--- src/rtl/mac_vec_pipe_if.sv ---
// mac_vec_pipe_if
// Handshake bus of the mac_vec_pipe dot-product engine.
//   Input side : in_vld/in_rdy handshake carrying a signed in1/in2 pair.
//   Output side: out_vld/out_rdy handshake carrying the signed out_data
//                result and its out_ovf flag.
// Modports:
//   master - the producer/consumer around the engine (drives pairs, accepts results)
//   slave  - the engine itself
// IN_W and ACC_W must match the parameters of the attached mac_vec_pipe.
interface mac_vec_pipe_if #(
    parameter int IN_W  = 8,
    parameter int ACC_W = 26
);
    logic                    in_vld;
    logic                    in_rdy;
    logic signed [IN_W-1:0]  in1;
    logic signed [IN_W-1:0]  in2;
    logic                    out_vld;
    logic                    out_rdy;
    logic signed [ACC_W-1:0] out_data;
    logic                    out_ovf;

    modport master (
        output in_vld, in1, in2, out_rdy,
        input  in_rdy, out_vld, out_data, out_ovf
    );

    modport slave (
        input  in_vld, in1, in2, out_rdy,
        output in_rdy, out_vld, out_data, out_ovf
    );
endinterface

--- src/rtl/mac_vec_pipe.sv ---
// mac_vec_pipe
// Pipelined signed multiply-accumulate engine producing one dot product per
// VEC_LEN element pairs. Three stages: operand register (S1), full-width
// product register (S2) and accumulate (S3). A finished sum goes into a
// valid/ready output register and the next vector starts with no bubble.
// Ports:
//   clk  - clock, rising edge
//   rst  - synchronous active-high reset, overrides everything
//   clr  - synchronous flush of pipeline, accumulator and element counter
//   bus  - mac_vec_pipe_if.slave (in_vld/in_rdy/in1/in2, out_vld/out_rdy/out_data/out_ovf)
// Optional feature macro: MAC_VEC_SAT_EN
//   defined   - each accumulate saturates on signed overflow and a sticky
//               per-vector flag is reported on out_ovf with the result
//   undefined - sums wrap modulo 2^ACC_W and out_ovf stays 0
module mac_vec_pipe #(
    parameter int IN_W    = 8,
    parameter int ACC_W   = 26,
    parameter int VEC_LEN = 16
) (
    input  logic           clk,
    input  logic           rst,
    input  logic           clr,
    mac_vec_pipe_if.slave  bus
);
    localparam int CNT_W = (VEC_LEN > 1) ? $clog2(VEC_LEN) : 1;
    localparam logic [CNT_W-1:0] LAST_IDX = CNT_W'(VEC_LEN - 1);

    logic                      s1Vld_q,   s1Vld_d;
    logic signed [IN_W-1:0]    opA_q,     opA_d;
    logic signed [IN_W-1:0]    opB_q,     opB_d;
    logic                      s2Vld_q,   s2Vld_d;
    logic signed [2*IN_W-1:0]  prod_q,    prod_d;
    logic signed [ACC_W-1:0]   acc_q,     acc_d;
    logic [CNT_W-1:0]          cnt_q,     cnt_d;
    logic                      ovfFlag_q, ovfFlag_d;
    logic                      outVld_q,  outVld_d;
    logic signed [ACC_W-1:0]   outData_q, outData_d;
    logic                      outOvf_q,  outOvf_d;

    logic                      stall;
    logic                      inRdy;
    logic                      accept;
    logic signed [ACC_W-1:0]   prodExt;
    logic signed [ACC_W-1:0]   rawSum;
    logic signed [ACC_W-1:0]   accSum;
    logic                      addOvf;

    // A result that downstream has not taken freezes the whole pipeline;
    // clr also refuses new pairs so the flush cannot lose an accepted one.
    assign stall  = outVld_q & ~bus.out_rdy;
    assign inRdy  = ~stall & ~clr;
    assign accept = bus.in_vld & inRdy;

    assign bus.in_rdy   = inRdy;
    assign bus.out_vld  = outVld_q;
    assign bus.out_data = outData_q;
    assign bus.out_ovf  = outOvf_q;

    // S3 adder: the product is sign-extended to the accumulator width.
    // With saturation, an overflow (equal operand signs, different sum sign)
    // clamps toward the sign of the accumulator operand.
    assign prodExt = ACC_W'(prod_q);
    assign rawSum  = acc_q + prodExt;

`ifdef MAC_VEC_SAT_EN
    localparam logic signed [ACC_W-1:0] ACC_MAX = {1'b0, {(ACC_W-1){1'b1}}};
    localparam logic signed [ACC_W-1:0] ACC_MIN = {1'b1, {(ACC_W-1){1'b0}}};

    assign addOvf = (acc_q[ACC_W-1] == prodExt[ACC_W-1]) &&
                    (rawSum[ACC_W-1] != acc_q[ACC_W-1]);
    assign accSum = addOvf ? (acc_q[ACC_W-1] ? ACC_MIN : ACC_MAX) : rawSum;
`else
    assign addOvf = 1'b0;
    assign accSum = rawSum;
`endif

    // Next-state logic. The output handshake is evaluated first so that a
    // result written on the same edge as a consumed one overrides the drop
    // of out_vld. Pending output is left alone by clr.
    always_comb begin
        s1Vld_d   = s1Vld_q;
        opA_d     = opA_q;
        opB_d     = opB_q;
        s2Vld_d   = s2Vld_q;
        prod_d    = prod_q;
        acc_d     = acc_q;
        cnt_d     = cnt_q;
        ovfFlag_d = ovfFlag_q;
        outVld_d  = outVld_q;
        outData_d = outData_q;
        outOvf_d  = outOvf_q;

        if (outVld_q && bus.out_rdy) begin
            outVld_d = 1'b0;
        end

        if (clr) begin
            s1Vld_d   = 1'b0;
            s2Vld_d   = 1'b0;
            acc_d     = '0;
            cnt_d     = '0;
            ovfFlag_d = 1'b0;
        end else if (!stall) begin
            s1Vld_d = accept;
            if (accept) begin
                opA_d = bus.in1;
                opB_d = bus.in2;
            end

            s2Vld_d = s1Vld_q;
            if (s1Vld_q) begin
                prod_d = (2*IN_W)'(opA_q) * (2*IN_W)'(opB_q);
            end

            if (s2Vld_q) begin
                if (cnt_q == LAST_IDX) begin
                    outData_d = accSum;
                    outVld_d  = 1'b1;
                    outOvf_d  = ovfFlag_q | addOvf;
                    acc_d     = '0;
                    cnt_d     = '0;
                    ovfFlag_d = 1'b0;
                end else begin
                    acc_d     = accSum;
                    cnt_d     = cnt_q + CNT_W'(1);
                    ovfFlag_d = ovfFlag_q | addOvf;
                end
            end
        end
    end

    // State registers with synchronous reset.
    always_ff @(posedge clk) begin
        if (rst) begin
            s1Vld_q   <= 1'b0;
            opA_q     <= '0;
            opB_q     <= '0;
            s2Vld_q   <= 1'b0;
            prod_q    <= '0;
            acc_q     <= '0;
            cnt_q     <= '0;
            ovfFlag_q <= 1'b0;
            outVld_q  <= 1'b0;
            outData_q <= '0;
            outOvf_q  <= 1'b0;
        end else begin
            s1Vld_q   <= s1Vld_d;
            opA_q     <= opA_d;
            opB_q     <= opB_d;
            s2Vld_q   <= s2Vld_d;
            prod_q    <= prod_d;
            acc_q     <= acc_d;
            cnt_q     <= cnt_d;
            ovfFlag_q <= ovfFlag_d;
            outVld_q  <= outVld_d;
            outData_q <= outData_d;
            outOvf_q  <= outOvf_d;
        end
    end
endmodule

--- src/flat_wrapper.sv ---
// flat-port wrapper written by rule: the top's interface ports become plain ports
module mac_vec_pipe_flat 
#(
    parameter int IN_W    = 8,
    parameter int ACC_W   = 26,
    parameter int VEC_LEN = 16
)
  (clk, rst, clr, bus_in_vld, bus_in1, bus_in2, bus_out_rdy, bus_in_rdy, bus_out_vld, bus_out_data, bus_out_ovf);
  mac_vec_pipe_if #(.IN_W(IN_W), .ACC_W(ACC_W)) bus_i ();
  input  logic clk;
  input  logic rst;
  input  logic clr;
  input wire logic [$bits(bus_i.in_vld)-1:0] bus_in_vld;
  input wire logic [$bits(bus_i.in1)-1:0] bus_in1;
  input wire logic [$bits(bus_i.in2)-1:0] bus_in2;
  input wire logic [$bits(bus_i.out_rdy)-1:0] bus_out_rdy;
  output wire logic [$bits(bus_i.in_rdy)-1:0] bus_in_rdy;
  output wire logic [$bits(bus_i.out_vld)-1:0] bus_out_vld;
  output wire logic [$bits(bus_i.out_data)-1:0] bus_out_data;
  output wire logic [$bits(bus_i.out_ovf)-1:0] bus_out_ovf;
  assign bus_i.in_vld = bus_in_vld;
  assign bus_i.in1 = bus_in1;
  assign bus_i.in2 = bus_in2;
  assign bus_i.out_rdy = bus_out_rdy;
  assign bus_in_rdy = bus_i.in_rdy;
  assign bus_out_vld = bus_i.out_vld;
  assign bus_out_data = bus_i.out_data;
  assign bus_out_ovf = bus_i.out_ovf;
  mac_vec_pipe #(.IN_W(IN_W), .ACC_W(ACC_W), .VEC_LEN(VEC_LEN)) u_core (.clk(clk), .rst(rst), .clr(clr), .bus(bus_i));
endmodule
--- config.mk ---
export PLATFORM = sky130hd
export DESIGN_NAME = mac_vec_pipe_flat
export DESIGN_NICKNAME = d
export VERILOG_FILES = /design/src/rtl/mac_vec_pipe_if.sv /design/src/rtl/mac_vec_pipe.sv /design/src/flat_wrapper.sv
export SDC_FILE = /design/constraint.sdc
export NUM_CORES = 1
export LEC_CHECK = 0
export CORE_MARGIN = 2
export CORE_UTILIZATION = 51
export DETAILED_ROUTE_END_ITERATION = 10
export PLACE_DENSITY = 0.71
export SYNTH_ARGS = -nofsm -noshare
export SYNTH_HDL_FRONTEND = slang
export SYNTH_SLANG_ARGS = --single-unit
--- constraint.sdc ---
create_clock -name clk -period 5.2 [get_ports clk]
set_input_delay 1.04 -clock clk [delete_from_list [all_inputs] [get_ports clk]]
set_output_delay 1.04 -clock clk [all_outputs]
set_load 0.02 [all_outputs]
==> flow_summary.toml, run 1 <==
[outcome]
status = "finished clean"

[clock_network]
cts-buffers-inserted = 9
cts_max_level = 3
post_cts_resized = 0
path_clk_slew_ps = 70
clock_tree.buffer_depth = 2
cts_setup_buffers = 0
clk_latency_ps = 350
cts_hold_buf = 0
root_buffer = "clkbuf_16"
cts_tree = "built"
cts_sinks = 91

[final_layout]
mostFrequentLayoutCell = "nand2_1"
design_area_um2 = 8090
finalNonFillerCells = 1083
layout_common_cells = "nand2_1, inv_1, dfxtp_1"
drive_above_1_share_pct = 3.21
diodes = 0
nets = 1030
fillers = 1239
area_delta_synth_final_pct = 12.1
regArea_um2 = 1820
finalCoreUtilization_pct = 58.5
multiInputGateArea_um2 = 4900

[worst_hold_path]
min-delay-start = "u_core.bus.out_data[2]"
min_to = "u_core.bus.out_data[2]"
hold_path_class = "reg2reg"
holdPathStages = 2

[worst_setup_path]
critical_path_required_ps = 5470
arrival_ps = 4960
path_max_fanout = 9
r2r_cells = 16
r2r-start = "u_core.opB_q[2]"
r2r_slack_ps = 510
crit_path_start_kind = "flip-flop"
endpoint_kind = "flip-flop"
path_class = "reg2reg"
reg2reg_to = "u_core.prod_q[15]"

[placed_design]
port_buffers = 48
dp_cells = 1067
dpl_worst_slack_ps = 550
dpl_cell_area_um2 = 7790
gp_congestion = 0.893
dp_hpwl_mm = 12.0

[grt]
use_met2_pct = 37.1
antenna_found_initial = 0
overflow = 0
met1_usage_pct = 29.4
globalRoute.busiestLayer = "met2"
grt_pass1_wl_mm = 26.7
use_met3_pct = 3.78
grt_pass1_vias = 5598
grt_max_degree = 39
grt_use_total_pct = 22.1

[synth]
synth_warnings = 0
synth_edf_count = 0
yosysSeqAreaShare_pct = 25.2
synth-main-ff-cell = "dfxtp_1"
async_reset_ff_share_pct = 0
yosys-top-cells-area = "dfxtp_1, fa_1, ha_1, nand2_1, a21oi_1"
ys_seq_elements = 91
synth_nets = 1005
synth_area_um2 = 7220
synth_top_area_share_pct = 25.2
syn_inst = 873
synth.distinct_cells = 59
yosysTopAreaCell = "dfxtp_1"
synth_area_per_cell_um2 = 8.27

[timing]
fmax_mhz = 213
worst_pin_slew_ps = 1190
max-slew-margin-rel_pct = 20.6
skew_ps = 4.76
rsz0062_at_grt = "no"
hold_viol_final = 0
setup_tns_ps = 0
worst_slack_ps = 508
finalSetupViolations = 0
fin_crit_sh_pct = 90.2
fin_crit_ps = 4690
report.final.slew_viol_count = 0

[power_and_ir_drop]
power.density_nw_per_um2 = 188
irDropWorstVdd_mv = 0.130
p_leak_uw = 0.00346

[drt]
via_count = 5837
wl_per_cell_um = 14.5
firstDrtPassIters = 5
wl_mm = 15.7
viasPerCell = 5.39
drc = 0
drt_iter0_drc = 266
ant_nets = 0

[floorplan]
rows = 43
start_util_pct = 52.2
core_area_um2 = 13800
die_y_um = 123
io_pins = 50
dieArea_um2 = 15100
die_w_um = 123

[flow_run]
cap_violations = 0
final cells by class:
class	instances	area share (%)
clock buffer	10	2.95
clock inverter	6	0.804
inverter	93	4.31
multi-input combinational	653	60.6
sequential	91	22.5
tap	180	2.78
timing repair buffer	50	6.06
per-layer routing:
metal	up-vias	share of wire, %
li1	2988	-
met1	2702	48
met2	127	47
met3	20	3.7
met4	0	1.4
met5	-	0
Yosys cell counts (6+ instances only):
master	number
dfxtp_1	91
buf_2	6
nor3_1	13
nand3_1	24
o21a_1	10
a21o_1	15
a21oi_1	71
xor2_1	11
fa_1	56
nor2_1	46
inv_1	93
nor2b_1	6
clkbuf_1	27
o21ai_0	31
a211oi_1	11
nand2b_1	11
xnor2_1	22
nand4_1	10
and2_1	48
nand2_1	125
a22oi_1	9
ha_1	55
critical path: stages (launching register included):
cell and delay [ps]:
dfxtp_1 400, nand2_1 160, inv_1 100, fa_1 630
inv_1 140, fa_1 540, inv_1 50, fa_1 520
inv_1 50, fa_1 520, inv_1 40, ha_1 350
and3_1 190, a211oi_1 410, a21oi_1 140, xnor2_1 150
a211oi_1 220
per-stage QoR:
stage	hold WS, ps	power [uW]
after detailed placement	449	863
after CTS	459	1530
final	455	1520
after floorplan	432	822
after global routing	470	1580
after global placement	441	860
power by group:
| part | leakage [uW] | internal [uW] | switching (uW) |
|---|---|---|---|
| Clock | 0.000148 | 386 | 289 |
| Combinational | 0.00258 | 53.1 | 75.5 |
| Sequential | 0.000735 | 704 | 13.5 |
worst max-delay path by stage:
stage,from,to,depth (start not counted)
detailed placement,u_core.opB_q[2],u_core.prod_q[15],16
floorplan,u_core.opB_q[2],u_core.prod_q[15],16
CTS,u_core.opB_q[2],u_core.prod_q[15],16
global route,u_core.opA_q[7],u_core.prod_q[15],16
global placement,u_core.opB_q[2],u_core.prod_q[15],16
finish,u_core.opB_q[2],u_core.prod_q[15],16
state kept, by name, summed over array words and instances (netlist names):
signal,cells
u_core.bus.out_vld,1
u_core.opB_q,8
u_core.opA_q,8
u_core.bus.out_data,26
u_core.acc_q,26
u_core.prod_q,16
u_core.s2Vld_q,1
u_core.s1Vld_q,1
u_core.cnt_q,4
logic make-up (layout without fill, tap and decap cells):
logic type | after synthesis | in the layout | synth area share [%]
DFF | 91 | 91 | 25.2
buffers and inverters | 129 | 159 | 6.91
muxes | 3 | 3 | 0.416
xor gates and xnor gates | 33 | 33 | 4.00
and+or+nand+nor | 308 | 308 | 20.4
AOI/OAI and AO/OA | 197 | 197 | 17.9
adders and majority gates | 111 | 111 | 25.1
other | 1 | 1 | 0.0519
Note: power is estimated with default switching activity, not from simulation.
==> run 2, diff against run 1 <==
--- a/config.mk
+++ b/config.mk
@@ -7,6 +7,7 @@
 export LEC_CHECK = 0
 export CORE_MARGIN = 2
 export CORE_UTILIZATION = 51
+export CTS_BUF_LIST = sky130_fd_sc_hd__clkbuf_4 sky130_fd_sc_hd__clkbuf_8
 export DETAILED_ROUTE_END_ITERATION = 10
 export PLACE_DENSITY = 0.71
 export SYNTH_ARGS = -nofsm -noshare
==> constraint.sdc (replaced) <==
create_clock -name clk -period 5.2 [get_ports clk]
set_input_delay 0.78 -clock clk [delete_from_list [all_inputs] [get_ports clk]]
set_output_delay 0.78 -clock clk [all_outputs]
set_load 0.02 [all_outputs]
==> run 2 against run 1 <==
- die area stayed put
- critical path depth stayed put
- via count is 0.10% higher
- setup slack better by 55 ps
- clock skew is 7.1 ps higher
- clock power is 23% lower
- first-iteration DRC count is 20% higher
- combinational power hardly changed
- count of clock-buffer cells in the layout is 2 higher
- global-route usage hardly changed
==> flow_summary.toml, run 2 (synthesis results as in run 1) <==
[floorplan]
io_pins = 50
dieArea_um2 = 15100
die_w_um = 123
core_area_um2 = 13800
die_y_um = 123
rows = 43
start_util_pct = 52.2

[placed_design]
dp_hpwl_mm = 11.9
port_buffers = 48
gp_congestion = 0.903
dpl_cell_area_um2 = 7790

[clock_network]
cts_max_level = 3
clk_latency_ps = 390
cts_sinks = 91
post_cts_resized = 0
cts-buffers-inserted = 9
cts_setup_buffers = 0
cts_hold_buf = 0
root_buffer = "clkbuf_8"
clock_tree.buffer_depth = 2
path_clk_slew_ps = 100
cts_tree = "built"

[drt]
drt_iter0_drc = 318
wl_mm = 15.5
ant_nets = 0
firstDrtPassIters = 4
drc = 0
wl_per_cell_um = 14.3
via_count = 5843
viasPerCell = 5.40

[timing]
worst_pin_slew_ps = 1200
setup_tns_ps = 0
max-slew-margin-rel_pct = 19.7
fin_crit_sh_pct = 89.2
hold_viol_final = 0
rsz0062_at_grt = "no"
fin_crit_ps = 4640
finalSetupViolations = 0
fmax_mhz = 216
skew_ps = 11.9
report.final.slew_viol_count = 0

[power_and_ir_drop]
p_int_uw = 1000
p_sw_share_pct = 26.5
p_leak_uw = 0.00341
combPwrFrac_pct = 9.4
pwr-share-clk_pct = 38.0
irDropWorstVdd_mv = 0.113
power.density_nw_per_um2 = 170
power_switching_uw = 361
p_seq_share_pct = 52.6

[worst_hold_path]
hold_path_class = "reg2reg"

[final_layout]
drive_above_1_share_pct = 3.21
mostFrequentLayoutCell = "nand2_1"
diodes = 0
layout_common_cells = "nand2_1, inv_1, dfxtp_1"
design_area_um2 = 7990
area_delta_synth_final_pct = 10.7
nets = 1030

[grt]
overflow = 0
antenna_found_initial = 0
grt_use_total_pct = 22.1
grt_max_degree = 42
grt_pass1_vias = 5496
grt_pass1_wl_mm = 26.5

[flow_run]
cap_violations = 0

[worst_setup_path]
crit_path_start_kind = "flip-flop"
cp_top_family = "adder cells"
cp_slowest_cell = "fa_1"
endpoint_kind = "flip-flop"
critPathBufInv = 5
path_cells = "nand2_1, inv_1, fa_1, inv_1, fa_1, inv_1, fa_1, inv_1, fa_1, inv_1, ha_1, and3_1, a211oi_1, a21oi_1, xnor2_1, a211oi_1"
path_class = "reg2reg"
path_max_fanout = 9
max_stage_delay_ps = 630
arrival_ps = 4950
critical_path_required_ps = 5520
critPathMostFrequentCell = "inv_1"

[outcome]
status = "finished clean"
[run 2: cell count changes in the layout (fill, tap and decap cells not counted), sizes merged]
| cell | change |
|---|---|
| clkbuf | +2 |
| clkinvlp | +1 |
| clkinv | -3 |
[run 2: power by group through the flow]
| stage | clock network (uW) | logic (uW) | registers, uW |
|---|---|---|---|
| after floorplan | 0 | 94.1 | 728 |
| after global placement | 0 | 128 | 732 |
| after detailed placement | 0 | 130 | 733 |
| after CTS | 532 | 130 | 717 |
| after global routing | 557 | 148 | 719 |
| final | 518 | 128 | 717 |
[run 2: final cells by class]
cell class | instances | area, um^2
well taps | 180 | 225
fillers | 1302 | 5830
flip-flops and latches | 91 | 1820
repair buffers | 50 | 490
inverters | 93 | 349
multi-input cells | 653 | 4900
clock inverters | 4 | 50.0
clock buffers | 12 | 153
[run 2: layer usage]
layer,vias to the layer above,share of wire (%),track usage (%)
met2,112,46,36.1
li1,2987,-,-
met3,24,3.2,2.95
met1,2720,49,30.1
met4,0,1.9,7.81
met5,-,0,0
[run 2: final timing paths]
check | to | slack (ps) | start | cells after the start
hold reg to reg | u_core.bus.out_data[2] | 460 | u_core.bus.out_data[2] | 2
setup reg to reg | u_core.prod_q[15] | 560 | u_core.opA_q[7] | 16
hold / removal | u_core.bus.out_data[2] | 460 | u_core.bus.out_data[2] | 2
setup / recovery | u_core.prod_q[15] | 560 | u_core.opA_q[7] | 16
[run 2: through the flow]
step | setup slack, ps | instances | util (%) | hold WS, ps | total power [uW]
final | 563 | 1083 | 57.8 | 458 | 1360
after global routing | 299 | 1083 | 57.8 | 487 | 1420
after CTS | 569 | 1083 | 57.8 | 462 | 1380
after detailed placement | 566 | 1067 | 56.3 | 448 | 863
after global placement | 644 | 1067 | 56.3 | 441 | 860
after floorplan | 848 | 873 | - | 432 | 822
[run 2: worst min-delay path, cell delays in order, from the launching register on]
cell and delay, ps:
dfxtp_1 320, nand2_1 50, a21oi_1 50
==> run 3, diff against run 2 <==
==> constraint.sdc (replaced) <==
create_clock -name clk -period 4.5 [get_ports clk]
set_input_delay 0.675 -clock clk [delete_from_list [all_inputs] [get_ports clk]]
set_output_delay 0.675 -clock clk [all_outputs]
set_load 0.02 [all_outputs]
==> run 3 against run 2 <==
- via count grew 1.2%
- core utilization grew 2.0 points
- die area is the same
- sequential share of layout area shrank 0.66 points
- non-clock buffer count grew 17
- clock power grew 37%
- combinational power grew 35%
- worst hold slack gained 1.1 ps
- critical path type unchanged
- critical endpoint unchanged
- largest cell class unchanged
- highest routed layer unchanged
==> flow_summary.toml, run 3 (synthesis results as in run 1) <==
[drt]
wl_mm = 16.3
viasPerCell = 5.38
firstDrtPassIters = 4
ant_nets = 0
drt_iter0_drc = 246
via_count = 5916
wl_per_cell_um = 14.8
drc = 0

[final_layout]
area_delta_synth_final_pct = 14.5
drive_above_1_share_pct = 7.07
regArea_um2 = 1830
multiInputGateArea_um2 = 5000
mostFrequentLayoutCell = "nand2_1"
fillers = 1252
nets = 1047
layout_common_cells = "nand2_1, inv_1, dfxtp_1"
diodes = 0

[grt]
grt_use_total_pct = 23.2
overflow = 0
grt_pass1_wl_mm = 27.7
grt_max_degree = 38
grt_pass1_vias = 5838
antenna_found_initial = 0

[flow_run]
cap_violations = 0

[placed_design]
gp_congestion = 0.942
port_buffers = 48
dp_hpwl_mm = 12.4

[clock_network]
clk_latency_ps = 390
cts-buffers-inserted = 9
cts_tree = "built"
cts_sinks = 91
cts_hold_buf = 0
root_buffer = "clkbuf_8"
path_clk_slew_ps = 100
cts_max_level = 3
clock_tree.buffer_depth = 2

[timing]
fin_crit_ps = 4320
fin_hold_ws_ps = 459
hold_viol_final = 0
fmax_mhz = 232
worst_pin_slew_ps = 1090
setup_tns_ps = 0
report.final.slew_viol_count = 0
fin_crit_sh_pct = 95.9
max-slew-margin-rel_pct = 26.7
finalSetupViolations = 0
rsz0062_at_grt = "no"
skew_ps = 13.7

[worst_hold_path]
holdPathStages = 2
min_to = "u_core.bus.out_data[4]"
min-delay-start = "u_core.bus.out_data[4]"
hold_path_class = "reg2reg"

[worst_setup_path]
reg2reg_to = "u_core.prod_q[15]"
critical_path_required_ps = 4760
r2r-start = "u_core.opB_q[4]"
r2r_slack_ps = 180
r2r_cells = 17
arrival_ps = 4570
endpoint_kind = "flip-flop"
crit_path_start_kind = "flip-flop"
path_max_fanout = 6
path_class = "reg2reg"

[outcome]
status = "finished clean"

[power_and_ir_drop]
irDropWorstVdd_mv = 0.178
p_total_uw = 1710
p_leak_uw = 0.00352
power.density_nw_per_um2 = 207

[floorplan]
rows = 43
die_w_um = 123
dieArea_um2 = 15100
core_area_um2 = 13800
die_y_um = 123
io_pins = 50
start_util_pct = 52.2
## run 3: cell type report
cell class              count  share of cell area (%)
inverters                  93                    4.22
clock buffers               9                    1.50
clock inverters             7                    1.48
multi-input cells         653                    60.5
flip-flops and latches     91                    22.1
well taps                 180                    2.73
repair buffers             67                    7.48
## run 3: where the power goes
| group | internal [uW] | total, uW | switching (uW) |
|---|---|---|---|
| Combinational | 71.3 | 173 | 102 |
| Sequential | 813 | 823 | 10.1 |
| Clock | 373 | 711 | 338 |
| Total | 1260 | 1710 | 450 |
## run 3: worst max-delay path: stages (launching register included)
cell and delay [ps]:
dfxtp_2 350, and2_1 180, fa_1 540, inv_1 50, fa_1 480, inv_1 60
fa_1 520, inv_1 50, fa_1 520, inv_1 60, ha_4 250, o21a_1 140
a21oi_4 200, o31ai_4 80, a211oi_2 300, a21oi_2 90, xnor2_1 220, a211oi_2 100
## run 3: per-stage QoR
stage	utilization, %	instance area [um^2]	instances	setup slack, ps
after global placement	57.3	7920	1084	126
after global routing	59.8	8260	1100	5.05
after floorplan	-	7220	873	148
after detailed placement	57.3	7920	1084	-40.1
after CTS	59.1	8170	1100	8.05
final	59.8	8260	1100	183
## run 3: what timing repair did
action,CTS,global route
pin swaps,0,6
hold endpoints to repair,0,0
resized for setup,1,21
setup buffers,0,0
setup endpoints to repair,1,5
## run 3: worst max path at each step
stage,from,end,slack (ps),cells past startpoint
4_1_cts,u_core.opB_q[4],u_core.prod_q[15],8,17
5_1_grt,u_core.opB_q[7],u_core.prod_q[12],5,15
3_3_place_gp,u_core.opB_q[4],u_core.prod_q[15],130,17
6_report,u_core.opB_q[4],u_core.prod_q[15],180,17
3_5_place_dp,u_core.opA_q[7],u_core.prod_q[15],-40,16
2_1_floorplan,u_core.opB_q[2],u_core.prod_q[15],150,16
## run 3: layer usage
layer / track usage [%] / share of wire [%]
met2: 40.0 / 49
met3: 4.43 / 2.9
met4: 5.82 / 1.6
met1: 29.9 / 47
met5: 0 / 0
